### config.mk
export PLATFORM = sky130hd
export DESIGN_NAME = micro_sequencer
export DESIGN_NICKNAME = d
export VERILOG_FILES = /design/src/rtl/micro_sequencer.sv
export SDC_FILE = /design/constraint.sdc
export NUM_CORES = 1
export LEC_CHECK = 0
export BUFFER_PORTS_ARGS = -buffer_cell sky130_fd_sc_hd__buf_4
export CAP_MARGIN = 5
export CORE_AREA = 10 10 95 97
export CTS_CLUSTER_DIAMETER = 30
export DETAILED_ROUTE_END_ITERATION = 10
export DIE_AREA = 0 0 105 107
export GPL_TIMING_DRIVEN = 0
export PLACE_DENSITY_LB_ADDON = 0.08
export RECOVER_POWER = 50
export SYNTH_ARGS = -nofsm -noshare
export SYNTH_HDL_FRONTEND = slang
export SYNTH_SLANG_ARGS = --single-unit
### constraint.sdc
create_clock -name clk -period 2.8 [get_ports clk]
set_input_delay 0.84 -clock clk [delete_from_list [all_inputs] [get_ports clk]]
set_output_delay 0.84 -clock clk [all_outputs]
set_load 0.005 [all_outputs]
### src/rtl/micro_sequencer.sv
// Microprogram sequencer for the picoRISC control unit: holds uPC, resolves branches,
// opcode/mode mapper dispatch and a small micro-subroutine return stack.
module micro_sequencer #(
    parameter int              AW           = 8,
    parameter logic [AW-1:0]   FETCH_ADDR   = 8'd0,
    parameter logic [AW-1:0]   ILLEGAL_ADDR = 8'hF0,
    parameter int              NCOND        = 16,
    parameter int              DEPTH        = 4
) (
    input  logic              clk,
    input  logic              rst_n,
    input  logic [2:0]        br_type,
    input  logic [3:0]        br_cond,
    input  logic [AW-1:0]     br_target,
    input  logic [NCOND-1:0]  cond_flags,
    input  logic [AW-1:0]     kmop_addr,
    input  logic [AW-1:0]     kmadr_addr,
    input  logic              stall,
    input  logic              halt_req,
    input  logic              start,
    output logic [AW-1:0]     upc,
    output logic              halted,
    output logic              illegal,
    output logic              stack_err
);
    // state | meaning
    // RUN   | sequencing; stall holds everything for the cycle
    // HALT  | upc frozen until start restarts at FETCH_ADDR

    localparam int CW = $clog2(DEPTH + 1);
    localparam int IW = (DEPTH > 1) ? $clog2(DEPTH) : 1;

    typedef enum logic {S_RUN, S_HALT} state_t;

    state_t            state, state_nxt;
    logic [AW-1:0]     upc_nxt, upc_inc;
    logic [AW-1:0]     stack_mem [DEPTH];
    logic [CW-1:0]     count, count_m1;
    logic [IW-1:0]     top_idx;
    logic              push, pop, clear;
    logic              cond_hit;
    logic              illegal_nxt, stack_err_nxt;

    assign halted   = (state == S_HALT);
    assign count_m1 = count - CW'(1);
    assign top_idx  = count_m1[IW-1:0];

    always_comb begin
        state_nxt     = state;
        upc_nxt       = upc;
        upc_inc       = upc + AW'(1);
        push          = 1'b0;
        pop           = 1'b0;
        clear         = 1'b0;
        illegal_nxt   = 1'b0;
        stack_err_nxt = 1'b0;
        // Indices beyond the condition vector read as false.
        cond_hit      = 1'b0;
        for (int i = 0; i < NCOND; i++) begin
            if (int'(br_cond) == i) cond_hit = cond_flags[i];
        end

        case (state)
            S_RUN: begin
                if (!stall) begin
                    if (halt_req) begin
                        state_nxt = S_HALT;
                    end else begin
                        case (br_type)
                            3'd0: upc_nxt = upc_inc;
                            3'd1: upc_nxt = br_target;
                            3'd2: upc_nxt = cond_hit ? br_target : upc_inc;
                            3'd3: upc_nxt = !cond_hit ? br_target : upc_inc;
                            3'd4: begin
                                if (kmop_addr == '0) begin
                                    upc_nxt     = ILLEGAL_ADDR;
                                    illegal_nxt = 1'b1;
                                end else begin
                                    upc_nxt = kmop_addr;
                                end
                            end
                            3'd5: begin
                                if (kmadr_addr == '0) begin
                                    upc_nxt     = ILLEGAL_ADDR;
                                    illegal_nxt = 1'b1;
                                end else begin
                                    upc_nxt = kmadr_addr;
                                end
                            end
                            3'd6: begin
                                if (count == CW'(DEPTH)) begin
                                    upc_nxt       = ILLEGAL_ADDR;
                                    illegal_nxt   = 1'b1;
                                    stack_err_nxt = 1'b1;
                                end else begin
                                    push    = 1'b1;
                                    upc_nxt = br_target;
                                end
                            end
                            default: begin
                                if (count == '0) begin
                                    upc_nxt       = FETCH_ADDR;
                                    stack_err_nxt = 1'b1;
                                end else begin
                                    pop     = 1'b1;
                                    upc_nxt = stack_mem[top_idx];
                                end
                            end
                        endcase
                    end
                end
            end
            default: begin
                if (start) begin
                    state_nxt = S_RUN;
                    upc_nxt   = FETCH_ADDR;
                    clear     = 1'b1;
                end
            end
        endcase
    end

    always_ff @(posedge clk) begin
        if (!rst_n) begin
            state     <= S_RUN;
            upc       <= FETCH_ADDR;
            count     <= '0;
            illegal   <= 1'b0;
            stack_err <= 1'b0;
        end else begin
            state     <= state_nxt;
            upc       <= upc_nxt;
            illegal   <= illegal_nxt;
            stack_err <= stack_err_nxt;
            if (clear)     count <= '0;
            else if (push) count <= count + CW'(1);
            else if (pop)  count <= count_m1;
        end
    end

    // Stack storage needs no reset: the count alone defines what is valid.
    always_ff @(posedge clk) begin
        if (rst_n && push) stack_mem[count[IW-1:0]] <= upc_inc;
    end

endmodule

After elaboration in Yosys (flattened, before gate mapping)
Memories as Yosys holds them, arrays and structs flattened.
Cells that the tools add are included.

word-level totals
  memories = 1
  register bits after elaboration = 14
  RAM bits = 32
  input port bits = 52
  word-level logic and storage cells = 100

operators by class
  reductions and logical operators = 12
  equal/unequal tests = 25
  muxes and demuxes = 53
  bitwise gates (word level) = 1
  $add $sub $neg = 3

memories
  name       depth  width  read ports  clocked after Yosys merged registers in  wr ports  line  source
  stack_mem  4      8      1           0                                        1         37    logic [AW-1:0] stack_mem [DEPTH];

operator list
  cell                   number
  $mux W8                10
  $pmux W8 S7            1
  $mux W1                38
  $eq A4 B4 Y1 const B   8
  $eq A4 B3 Y1 const B   4
  $logic_not A8 Y1       2
  $eq A3 B3 Y1 const B   4
  $add A8 B1 Y8 const B  1
  $eq A4 B2 Y1 const B   2
  $reduce_or A7 Y1       1
  $eq A3 B2 Y1 const B   2
  $logic_not A3 Y1       2
  $mux W3                2
  $reduce_or A6 Y1       1
  $eq A4 B1 Y1 const B   1
  $logic_not A4 Y1       1
  $ne A2 B1 Y1 const B   2
  $reduce_or A4 Y1       1
  $add A3 B1 Y3 const B  1
  $eq A3 B1 Y1 const B   1
  $pmux W1 S3            1
  $reduce_and A3 Y1      1
  $sub A3 B1 Y3 const B  1
  $ne A2 B2 Y1 const B   1
  5 further kinds        5

Longest topological paths before layout
  depth in word-level cells = 22
  depth in mapped cells = 10
  mapped depth without buffers = 9

Worst setup path after synthesis
OpenSTA, ideal clock, no wires.

  kind = reg2reg
  from = reg count[0]
  to = mem stack_mem[3][0] (enable)
  arrival = 2.088 ns
  slack = 0.342 ns
  stages on the path, launching flop included = 9
  setup time = 0.370 ns
  path through = dfxtp_1 > buf_2 > inv_1 > ha_1 > ha_1 > nor3_1 > clkbuf_1 > nand2_1 > nor2_1

on the way
  cells in the longest elaborated chain, start to end = 9

ends and longest elaborated chain
  item                           line  source
  start: declaration             38    logic [CW-1:0] count, count_m1;
  start signal: assignment       136   else if (push) count <= count + CW'(1);
  start signal: assignment       137   else if (pop) count <= count_m1;
  $eq A3 B3 Y1                   91    if (count == CW'(DEPTH)) begin
  $mux W1                        91
  $mux W1                        69    case (br_type)
  $mux W1                        66    if (halt_req) begin
  $mux W1                        65    if (!stall) begin
  $mux W1                        63    case (state)
  $logic_and A1 B1 Y1            143   if (rst_n && push) stack_mem[count[IW-1:0]] <= upc_inc;
  $mux W1                        143
  $mux W1 (not written as such)  143
  end: declaration               37

Several ways; a longest one is shown, not always the timed one.

Worst setup path in the final report
  from = reg count[0]
  to = reg upc[5]

on the way
  cells in the longest elaborated chain, start to end = 7

ends and longest elaborated chain
  item                    line  source
  $sub A3 B1 Y3           45    assign count_m1 = count - CW'(1);
  $mem_v2 Z4 W8           n/a
  $mux W8                 101   if (count == '0) begin
  $pmux W8 S7 (*)         69
  $mux W8 (*)             66
  $mux W8 (*)             65
  $mux W8 (*)             63
  end signal: assignment  132   upc <= upc_nxt;
  end: declaration        21    output logic [AW-1:0] upc,

Mark *: on every way between the ends. The rest lies on a longest branch, timed or not. The select of a mux whose other input is x is not followed.
A chain may end at the register's enable or synchronous reset.

==> qor.csv <==
stage;metric;value;unit
power;switching_share;0.250;
synth;synth-simple-area-share;0.128;
synth;ys_seq_area_frac;0.463;
place;place.gp.congestion;0.892;
hold_path;min_from;count[2]$_SDFFE_PP0P_;
place;post-dp-hpwl;6190;um
clocking;clk_latency;300;ps
clocking;cts_tree;yes;
synth;synth.distinct_cells;49;
routing;viasPerCell;5.45;
clocking;numCtsBuffers;5;
setup_path;crit_fanout;10;
routing;drt_wl_total;8150;um
sta;worst_slew_pin_slew;735;ps
synth;syn_nets;302;
clocking;h-tree-depth;2;
power;peakVddDrop;0.270;mV
synth;netlist_area;2680;um^2
run_status;status;completed;
layout;layout-drive-gt1-share;0.286;
setup_path;arrival;2890;ps
setup_path;ff2ff_setup_slack;100;ps
sta;relSlewSlack;0.508;
run;maxCapViolations;0;
routing;first_pass_iters;4;
layout;fin_nets;369;
die;core-area;7140;um^2
synth;synth_cells;243;
routing;ant_nets;0;
global_routing;grt_usage;0.142;
synth;synth_top_cells_by_count;edfxtp_1 (32), a21oi_1 (19), nand2_1 (17), nor2_1 (17), dfxtp_1 (14);
power;p_int;0.00114;W
clocking;post-cts-setup-buffer-count;0;
synth;synthAdderAreaFrac;0.0327;
synth;syn_avg_cell_area;11.0;um^2
hold_path;min_to;count[2]$_SDFFE_PP0P_;
synth;synth_xor_xnor_area_share;0.0294;
power;pwr-share-comb;0.183;
setup_path;cp.required;2990;ps
global_routing;grt_pass1_vias;2270;
layout;final_area;3380;um^2
sta;slew_viol_final;0;
power;power.clock.fraction;0.323;
clocking;ctsResizeCount;7;
layout;antenna_cells;0;
clocking;cts_hold_buf;0;
synth;muxShareOfSynthArea;0.141;
sta;tns;0;ps
setup_path;ff2ff_path_depth;10;
sta;timing.fmax;370;MHz
synth;synth_edf_count;32;
sta;post-route-period-util;0.964;
synth;ys.flop_type;edfxtp_1;
power;power_leakage;1.29;nW
global_routing;grt_overflow;0;
hold_path;hold_class;flop to flop;
place;placed_cell_area;3250;um^2
die;start_util;0.376;
die;rows;31;
layout;final_util;0.473;
synth;synthArstFlopShare;0;
synth;yosysWarningCount;0;
setup_path;startpoint_type;flop;
power;p_switching;0.000381;W
routing;drc;0;
synth;yosysTopAreaCellShare;0.359;
synth;synth.most_common_cell;edfxtp_1;
setup_path;endpoint_kind;flop;
die;die-area;11200;um^2
setup_path;worstSetupPathType;flop to flop;
sta;setup_violations;0;
synth;synth_top_family_by_area;compound AO/OA/AOI/OAI gates;
layout;syn2layout_area_growth;26.0;%
setup_path;worst_r2r_endpoint;upc[5]$_SDFFE_PN0P_;
clocking;clk_path_buf_depth;2;
power;power_density;451;nW/um^2
sta;holdWs;516;ps
routing;dr_total_vias;2236;
clocking;clkTransAtPathRegs;80;ps
global_routing;grt_max_degree;15;
die;die_h;107;um
sta;fin_skew;6.22;ps
die;io_pins;63;
synth;ys_top_cells_by_area;edfxtp_1 (36%), dfxtp_1 (10%), mux4_2 (7.6%);
die;die_w;105;um
sta;period_needed;2700;ps
routing;route.detailed.wl_per_inst;19.9;um
clocking;root_buffer;clkbuf_8;
sta;hold_viol_final;0;
global_routing;grt_pass1_wl;12600;um
clocking;clock-sinks;46;
global_routing;antenna_found_initial;0;
setup_path;r2r_start;count[0]$_SDFFE_PP0P_;
synth;synth_compound_area_frac;0.164;
synth;synth_top_cell_by_area;edfxtp_1;
power;pwr-share-seq;0.494;
place;port_buffers;60;
synth;synth_seq_cells;46;
hold_path;hold_path_depth;2;
routing;first_iter_violations;181;
-- through the flow --
| stage | total power [W] | std cells | setup WS [ps] |
|---|---|---|---|
| after detailed placement | 0.00105 | 402 | -548 |
| after global routing | 0.00160 | 410 | -23.3 |
| final | 0.00152 | 410 | 99.5 |
| after global placement | 0.00105 | 402 | -539 |
| after CTS | 0.00154 | 410 | 7.47 |
| after floorplan | 0.000922 | 243 | 342 |
-- state kept, by name, indices dropped and copies added (netlist names) --
signal     flops
upc            8
stack_mem     32
count          3
stack_err      1
halted         1
illegal        1
-- layout by cell type (no fill, tap or decap), types with 6 or more instances in the layout --
| cell type | count |
|---|---|
| a22oi_1 | 6 |
| nand2_1 | 17 |
| inv_1 | 13 |
| and3_1 | 6 |
| clkbuf_4 | 12 |
| ha_1 | 7 |
| mux2i_1 | 8 |
| a221oi_1 | 9 |
| xnor2_1 | 6 |
| nand3_1 | 7 |
| clkbuf_1 | 9 |
| a21oi_1 | 19 |
| nor2_1 | 16 |
| edfxtp_1 | 32 |
| dfxtp_1 | 14 |
| buf_4 | 48 |
| mux4_2 | 9 |
-- worst max-delay path: stages, from the launching register on --
cell,delay (ps)
dfxtp_1,380
clkbuf_4,300
inv_1,120
ha_1,250
ha_1,220
nor3b_1,280
clkbuf_1,510
a221oi_1,160
a21oi_1,200
a221oi_1,70
o41ai_1,100
-- final cells by class --
class / instances / area, um^2
tap: 99 / 124
buffer: 13 / 67.6
clock buffer: 6 / 72.6
fill: 720 / 3760
clock inverter: 2 / 37.5
sequential: 46 / 1240
inverter: 13 / 48.8
multi-input combinational: 171 / 1340
timing repair buffer: 60 / 443
-- cells by family (layout without fill, tap and decap cells) --
group	count (synthesis)	count (layout)
XOR/XNOR	9	9
AND/OR/NAND/NOR	69	69
multiplexers	24	24
AO/OA/AOI/OAI	62	62
flip-flops	46	46
adder cells (fa/ha/maj)	7	7
buffers and inverters	26	94
-- metal layers --
metal,track usage,up-vias,wire length [um]
li1,-,1075,-
met1,0.189,1075,3770
met2,0.220,78,3760
met3,0.0317,8,498
met4,0.0529,0,114
met5,0,-,0
-- how the worst max path moves through the flow --
stage,startpoint,to,slack (ps),cells past startpoint
finish,count[0]$_SDFFE_PP0P_,upc[5]$_SDFFE_PN0P_,100,10
global route,count[0]$_SDFFE_PP0P_,upc[5]$_SDFFE_PN0P_,-20,10
CTS,count[0]$_SDFFE_PP0P_,upc[5]$_SDFFE_PN0P_,7,9
detailed placement,count[0]$_SDFFE_PP0P_,stack_mem[3][1]$_DFFE_PP_,-550,8
global placement,count[0]$_SDFFE_PP0P_,stack_mem[3][1]$_DFFE_PP_,-540,8
floorplan,count[0]$_SDFFE_PP0P_,stack_mem[3][0]$_DFFE_PP_,340,8
-- power by group through the flow --
stage	clock network (W)	registers, W	logic, W
4_1_cts	0.000510	0.000753	0.000282
5_1_grt	0.000532	0.000755	0.000308
3_3_place_gp	0	0.000769	0.000277
3_5_place_dp	0	0.000769	0.000279
2_1_floorplan	0	0.000765	0.000157
6_report	0.000492	0.000753	0.000279
Note: power is estimated with default switching activity, not from simulation.
